===== config.mk =====
export PLATFORM = sky130hd
export DESIGN_NAME = fpu_share_ctrl
export DESIGN_NICKNAME = d
export VERILOG_FILES = /design/src/rtl/fpu_share_ctrl.sv
export SDC_FILE = /design/constraint.sdc
export NUM_CORES = 1
export LEC_CHECK = 0
export ABC_AREA = 1
export CAP_MARGIN = 25
export CORE_MARGIN = 2
export CORE_UTILIZATION = 39
export DETAILED_ROUTE_END_ITERATION = 10
export PLACE_DENSITY = 0.82
export SYNTH_ARGS = -nofsm -noshare
export SYNTH_HDL_FRONTEND = slang
export SYNTH_SLANG_ARGS = --single-unit

===== constraint.sdc =====
create_clock -name clk -period 1.8 [get_ports clk]
set_input_delay 0.36 -clock clk [delete_from_list [all_inputs] [get_ports clk]]
set_output_delay 0.36 -clock clk [all_outputs]
set_load 0.01 [all_outputs]

===== src/rtl/fpu_share_ctrl.sv =====
// Shares one combinational fpu adder between two requesters: round-robin grant,
// registered operand launch, fixed settle wait, then a tagged response.
module fpu_share_ctrl #(
    parameter int SETTLE_CYCLES = 2
) (
    input  logic        clk,
    input  logic        rst_n,
    input  logic        req0_valid,
    output logic        req0_ready,
    input  logic [31:0] req0_a,
    input  logic [31:0] req0_b,
    input  logic        req0_sub,
    input  logic        req1_valid,
    output logic        req1_ready,
    input  logic [31:0] req1_a,
    input  logic [31:0] req1_b,
    input  logic        req1_sub,
    output logic [31:0] fpu_in1,
    output logic [31:0] fpu_in2,
    input  logic [31:0] fpu_out,
    input  logic        fpu_overflow,
    output logic        rsp_valid,
    input  logic        rsp_ready,
    output logic        rsp_id,
    output logic [31:0] rsp_data,
    output logic        rsp_ovf,
    output logic        busy
);

    typedef enum logic [1:0] {
        IDLE   = 2'd0,
        SETTLE = 2'd1,
        RESP   = 2'd2
    } state_t;

    state_t      state;
    state_t      next_state;
    logic        ptr;
    logic        grant;
    logic        accept;
    logic [7:0]  cnt;
    logic [31:0] sel_a;
    logic [31:0] sel_b;
    logic        sel_sub;

    // The pointer only breaks ties; a lone requester is always granted.
    always_comb begin
        grant = ptr;
        if (req0_valid && !req1_valid) begin
            grant = 1'b0;
        end else if (req1_valid && !req0_valid) begin
            grant = 1'b1;
        end
    end

    assign req0_ready = rst_n && (state == IDLE) && req0_valid && !grant;
    assign req1_ready = rst_n && (state == IDLE) && req1_valid && grant;
    assign accept     = req0_ready || req1_ready;
    assign busy       = (state != IDLE);

    assign sel_a   = grant ? req1_a   : req0_a;
    assign sel_b   = grant ? req1_b   : req0_b;
    assign sel_sub = grant ? req1_sub : req0_sub;

    always_comb begin
        next_state = state;
        case (state)
            IDLE:    if (accept)      next_state = SETTLE;
            SETTLE:  if (cnt == 8'd0) next_state = RESP;
            RESP:    if (rsp_ready)   next_state = IDLE;
            default:                  next_state = IDLE;
        endcase
    end

    always_ff @(posedge clk or negedge rst_n) begin
        if (!rst_n) begin
            state <= IDLE;
        end else begin
            state <= next_state;
        end
    end

    // Operands stay on the fpu inputs from launch until the next accept.
    always_ff @(posedge clk or negedge rst_n) begin
        if (!rst_n) begin
            fpu_in1   <= 32'h0;
            fpu_in2   <= 32'h0;
            rsp_valid <= 1'b0;
            rsp_id    <= 1'b0;
            rsp_data  <= 32'h0;
            rsp_ovf   <= 1'b0;
            ptr       <= 1'b0;
            cnt       <= 8'd0;
        end else begin
            case (state)
                IDLE: begin
                    if (accept) begin
                        fpu_in1 <= sel_a;
                        fpu_in2 <= {sel_b[31] ^ sel_sub, sel_b[30:0]};
                        rsp_id  <= grant;
                        ptr     <= ~grant;
                        cnt     <= 8'(SETTLE_CYCLES - 1);
                    end
                end
                SETTLE: begin
                    if (cnt != 8'd0) begin
                        cnt <= cnt - 8'd1;
                    end else begin
                        rsp_data  <= fpu_out;
                        rsp_ovf   <= fpu_overflow;
                        rsp_valid <= 1'b1;
                    end
                end
                RESP: begin
                    if (rsp_ready) begin
                        rsp_valid <= 1'b0;
                    end
                end
                default: begin
                    rsp_valid <= 1'b0;
                end
            endcase
        end
    end

endmodule


==> key figures, run 1 <==
Floorplan
  • Core box area: 12500 sq um
  • Starting density of the core: 39.6%
  • Io pins: 270
  • Die height: 117 um
  • # rows: 41
  • Die W: 117 um
  • Area of the die: 13600 sq um

Critical path
  • FF-to-FF End: rsp_data[22]$_DFFE_PN0P_
  • Worst setup EP type: output port
  • Buffers and inverters on the worst path: 2
  • Critical Path Fanout Max: 4
  • Critical Path Slowest Stage Cell: dfrtp_1
  • WS Path Type: flop to output port
  • Crit path cell chain: inv_1 > nand4_4 > nor2_4 > buf_6
  • CP delay by family, top: flip-flops
  • Worst R2R Path Depth: 7
  • Required @ worst endpoint: 1.44 ns
  • CP Data Arrival Time: 1.33 ns
  • R2r startpoint: cnt[0]$_DFFE_PN0P_
  • FF-to-FF setup slack: 0.17 ns
  • Crit path largest cell delay: 0.38 ns
  • CP startpoint kind: flop

Synthesis
  • Syn Nets: 759
  • Synthesized instance count: 589
  • Mapped Avg Cell Area: 8.41 sq um
  • Cell variety after synth: 29
  • Primary FF master, synth: dfrtp_1
  • Register area share after synthesis: 55.6%
  • #FFs+latches synth: 110
  • Ys Warns: 0
  • Ys async rst share: 100%
  • Mapped Area: 4950 sq um
  • Post-synth EDFFs: 0

Final layout
  • Layout area overhead: 62.9%
  • Antenna cell count: 0
  • Fillers: 1063
  • Share of cells above drive strength 1: 5.71%
  • Area occupied by multi-input gates: 1920 sq um
  • Most common cell after layout, fill and taps aside: nand2_1
  • FF/Latch Area: 2750 sq um
  • Commonest cells after routing, fill and taps aside: nand2_1 (287), clkdlybuf4s50_1 (263), dfrtp_1 (110)
  • Core Util, Final: 64.5%
  • Nets: 1026

Pwr
  • Leak: 3.74 nW
  • Pwr Density: 1570 nW/um^2
  • VDD IR max: 0.831 mV
  • Total power draw: 12.6 mW

STA
  • FMAX: 591 MHz
  • Slew Limit Headroom: 55.9%
  • Min Tclk post-route: 1.69 ns
  • Worst Skew: 0.00624 ns
  • Setup repair after global routing missed its margin: false
  • Final Hold Fails: 0
  • Final Setup Violations: 0
  • Worst Max-Slew Pin Slew: 0.661 ns
  • Fin crit share: 94.0%
  • Slew Viols, Final: 0
  • TNS Setup: 0 ns

CTS
  • Clk Latency, worst-skew pair: 0.35 ns
  • H-tree Lvls: 3
  • CTS Buf Count: 9
  • CTS clk-pin slew, worst paths: 0.07 ns
  • Sink Count: 110
  • Root buffer selected by CTS: clkbuf_16
  • CTS Buffer Depth: 2
  • TritonCTS clock tree: done
  • CTS Hold Bufs: 0

Place
  • Gpl congestion: 0.835
  • IO buf count: 269
  • Post-DP HPWL: 10800 um

Outcome
  • Status: finished, final reports clean

GRT
  • Total grt overflow: 0
  • Initial antenna violation count: 0
  • Number of global-route vias before repair: 4691
  • Largest net degree at the start of global routing: 111
  • First-pass GRT wire length: 23300 um
  • Gr usage total: 22.2%

Route
  • Avg WL per Cell: 14.7 um
  • Routed Antenna Nets: 0
  • Vias per cell: 4.71
  • DRC: 0
  • Vias: 4852
  • Initial DRT Pass Iterations: 4
  • Post-Route WL: 15200 um
  • Iter 0 DRT Violations: 359

Worst hold path
  • Class of the worst hold path: input pin to asynchronous set/reset pin

Job
  • Maximum Capacitance Violations: 0
==> synthesized netlist by cell type, types with 2 or more instances <==
master / n / area share [%]
nand2_1: 288 / 22
o21ai_0: 7 / 0.71
clkbuf_1: 5 / 0.38
nand4_1: 2 / 0.25
buf_2: 12 / 1.2
clkbuf_8: 7 / 1.9
nor2_4: 3 / 0.68
xnor2_1: 2 / 0.35
buf_6: 6 / 1.4
nand3_1: 104 / 11
ha_1: 2 / 0.50
a21oi_1: 2 / 0.20
xor2_1: 2 / 0.35
nor2_1: 11 / 0.83
dfrtp_1: 110 / 56
inv_1: 13 / 0.98
==> area by class of cell <==
cell class / count / area share (%)
flip-flops and latches: 110 / 34.1
repair buffers: 287 / 35.4
clock buffers: 11 / 3.01
multi-input cells: 434 / 23.7
well taps: 172 / 2.67
inverters: 14 / 0.651
clock inverters: 2 / 0.434
==> routing by layer <==
layer	share of wire (%)	vias to the layer above	track usage, %
met5	0	-	0
met4	1.9	0	6.98
met2	50	170	37.3
met3	7.7	19	7.73
li1	-	2393	-
met1	40	2270	26.7
==> power breakdown <==
group          switching [mW]  total, mW  internal (mW)
Clock                   0.854       1.95           1.09
Sequential              0.658       4.30           3.64
Combinational            3.15       6.40           3.24
==> logic make-up after synthesis <==
| kind of cell | share of synthesized area, % |
|---|---|
| AO/OA/AOI/OAI | 1.49 |
| XOR/XNOR | 0.707 |
| flip-flops | 55.6 |
| AND/OR/NAND/NOR | 35.6 |
| adder cells (fa/ha/maj) | 0.505 |
| buffers and inverters | 6.11 |
==> worst max path at each step <==
stage	end	slack, ns	startpoint	depth (start not counted)
after global placement	req1_ready	-0.43	req1_valid	6
final	req1_ready	0.11	state[0]$_DFFE_PN0P_	4
after floorplan	rsp_data[10]$_DFFE_PN0P_	0.35	cnt[0]$_DFFE_PN0P_	8
after global routing	rsp_data[9]$_DFFE_PN0P_	0.01	cnt[0]$_DFFE_PN0P_	7
after CTS	req1_ready	-0.006	req1_valid	5
after detailed placement	req1_ready	-0.45	req1_valid	6
==> flip-flops by register name (all words and copies together), names as in the netlist <==
register   count
fpu_in1       32
fpu_in2       32
rsp_data      32
cnt            8
state          2
ptr            1
rsp_id         1
rsp_ovf        1
rsp_valid      1
==> metrics by stage <==
step | instances | cell area (sq um) | worst slack [ns] | hold slack [ns]
4_1_cts | 1029 | 8050 | -0.00619 | 0.147
6_report | 1030 | 8070 | 0.109 | 0.0967
2_1_floorplan | 589 | 4950 | 0.346 | 0.0644
5_1_grt | 1030 | 8070 | 0.0130 | 0.161
3_5_place_dp | 1016 | 7770 | -0.446 | 0.458
3_3_place_gp | 1016 | 7770 | -0.434 | 0.453
==> what timing repair did <==
action / CTS / global route
pin swaps: 1 / 1
gates resized for setup: 12 / 6
buffers inserted: 0 / 1
endpoints found under the setup margin: 5 / 3
Note: power is estimated with default switching activity, not from simulation.
==> inputs of run 2 (changes only) <==
Settings changed: CORE_UTILIZATION 39 to 25, PLACE_DENSITY 0.82 to 0.57.
Clock period 1.8 ns to 1.7 ns, I/O delays scaled along.
==> key figures, run 2 (synthesized netlist as in run 1, its figures left out) <==
Route
  • Vias: 4827
  • Post-Route WL: 16600 um
  • Routed Antenna Nets: 0
  • DRC: 0
  • Initial DRT Pass Iterations: 4
  • Avg WL per Cell: 14.7 um
  • Vias per cell: 4.26
  • Iter 0 DRT Violations: 189

Pwr
  • Switch Pwr: 5.16 mW
  • Pwr Density: 1640 nW/um^2
  • Sequential power share: 33.3%
  • VDD IR max: 0.655 mV
  • Switching Share: 38.0%
  • Leak: 3.78 nW
  • Clock Power Share: 15.2%
  • Total power draw: 13.6 mW
  • Gate power share: 51.5%
  • Int Pwr: 8.42 mW

Place
  • Dpl cell area: 7920 sq um
  • IO buf count: 269
  • Gpl congestion: 0.781
  • Placement Setup Slack: -0.540 ns
  • Placed insts: 1112
  • Post-DP HPWL: 11800 um

GRT
  • Number of global-route vias before repair: 4751
  • First-pass GRT wire length: 25300 um
  • Largest net degree at the start of global routing: 66
  • Initial antenna violation count: 0
  • Total grt overflow: 0
  • Gr usage total: 15.7%

Job
  • Maximum Capacitance Violations: 0

Floorplan
  • Area of the die: 21000 sq um
  • Die height: 145 um
  • Io pins: 270
  • Core box area: 19500 sq um
  • # rows: 51
  • Die W: 145 um
  • Starting density of the core: 25.5%

STA
  • Worst Max-Slew Pin Slew: 0.895 ns
  • FMAX: 597 MHz
  • Fin crit share: 98.6%
  • Slew Limit Headroom: 40.3%
  • Final setup margin: 0.0242 ns
  • Setup repair after global routing missed its margin: true
  • Final Setup Violations: 0
  • Min Tclk post-route: 1.68 ns
  • Slew Viols, Final: 0
  • Worst Skew: 0.0104 ns
  • Final Hold Fails: 0

Critical path
  • CP startpoint kind: flop
  • Worst setup EP type: output port
  • CP Data Arrival Time: 1.34 ns
  • WS Path Type: flop to output port
  • Required @ worst endpoint: 1.36 ns
  • Critical Path Fanout Max: 2

Final layout
  • Layout area overhead: 67.1%
  • Fin area: 8280 sq um
  • Area occupied by multi-input gates: 1940 sq um
  • Core Util, Final: 42.5%
  • Share of cells above drive strength 1: 7.27%
  • Post-Layout Cell Count: 1132
  • Antenna cell count: 0
  • Nets: 1032
  • FF/Latch Area: 2750 sq um
  • Most common cell after layout, fill and taps aside: nand2_1
  • Fillers: 1948
  • Biggest registers after layout: fpu_in1: 32 flops, fpu_in2: 32 flops, rsp_data: 32 flops
  • Commonest cells after routing, fill and taps aside: nand2_1 (287), clkdlybuf4s50_1 (261), dfrtp_1 (110)

CTS
  • CTS Hold Bufs: 0
  • CTS Buffer Depth: 2
  • Root buffer selected by CTS: clkbuf_16
  • Clk Latency, worst-skew pair: 0.36 ns
  • H-tree Lvls: 3
  • CTS clk-pin slew, worst paths: 0.07 ns
  • TritonCTS clock tree: done
  • CTS Buf Count: 9
  • Sink Count: 110

Worst hold path
  • Class of the worst hold path: input pin to asynchronous set/reset pin

Outcome
  • Status: finished, final reports clean
[run 2: cell count changes in the layout (fill, tap and decap cells not counted), sizes merged, moves of 2 or more]
| cell | delta |
|---|---|
| buf | +4 |
| inv | +3 |
| dlymetal6s2s | +2 |
| clkdlybuf4s50 | -2 |
| clkinvlp | +3 |
[run 2: per-layer routing]
| metal | vias to the layer above | GRT usage [%] | share of wire, % |
|---|---|---|---|
| li1 | 2419 | - | - |
| met1 | 2242 | 19.8 | 43 |
| met2 | 141 | 26.2 | 49 |
| met3 | 25 | 3.55 | 5.2 |
| met4 | 0 | 5.83 | 2.4 |
| met5 | - | 0 | 0 |
[run 2: worst max-delay path, stage by stage, from the launching register on]
cell and delay, ns:
dfrtp_1 0.42, a21oi_4 0.08, a21o_1 0.20, nor2_4 0.15
buf_6 0.13
[run 2: per-stage QoR]
| stage | setup TNS, ns | hold slack (ns) |
|---|---|---|
| after global routing | -0.0544 | 0.290 |
| after floorplan | 0 | 0.0444 |
| final | 0 | 0.221 |
| after detailed placement | -34.85 | 0.457 |
| after global placement | -33.58 | 0.452 |
| after CTS | -0.0674 | 0.248 |
[run 2: power by group through the flow]
stage	clock [mW]	combinational, mW	sequential, mW
finish	2.06	6.99	4.53
global route	2.25	7.74	4.69
CTS	2.16	7.05	4.53
detailed placement	0	7.01	4.55
global placement	0	6.98	4.53
floorplan	0	2.93	5.04
[run 2: worst paths after layout]
kind / endpoint / slack [ns] / from / cells past startpoint
worst max-delay path: req1_ready / 0.02 / ptr$_DFFE_PN0P_ / 4
worst min-delay path: cnt[0]$_DFFE_PN0P_ / 0.22 / rst_n / 2
worst max register to register: fpu_in1[25]$_DFFE_PN0P_ / 0.11 / ptr$_DFFE_PN0P_ / 6
worst min register to register: rsp_data[1]$_DFFE_PN0P_ / 0.47 / rsp_data[1]$_DFFE_PN0P_ / 2
max in group asynchronous: rsp_data[8]$_DFFE_PN0P_ / 0.61 / rst_n / 3
min in group clk: rsp_data[1]$_DFFE_PN0P_ / 0.47 / rsp_data[1]$_DFFE_PN0P_ / 2
[run 2: final cells by class]
type	count	area share, %
Timing Repair Buffer	292	35.3
Sequential cell	110	33.2
Multi-Input combinational cell	435	23.4
Tap cell	265	4.00
Clock buffer	9	2.72
Inverter	14	0.680
Clock inverter	7	0.665
[run 2: what timing repair did]
action                                  4_1_cts  5_1_grt
gates cloned                                  0        1
endpoints found under the setup margin       66       70
resized for setup                            16       14
pin swaps                                     1        4
buffers inserted                              2        1
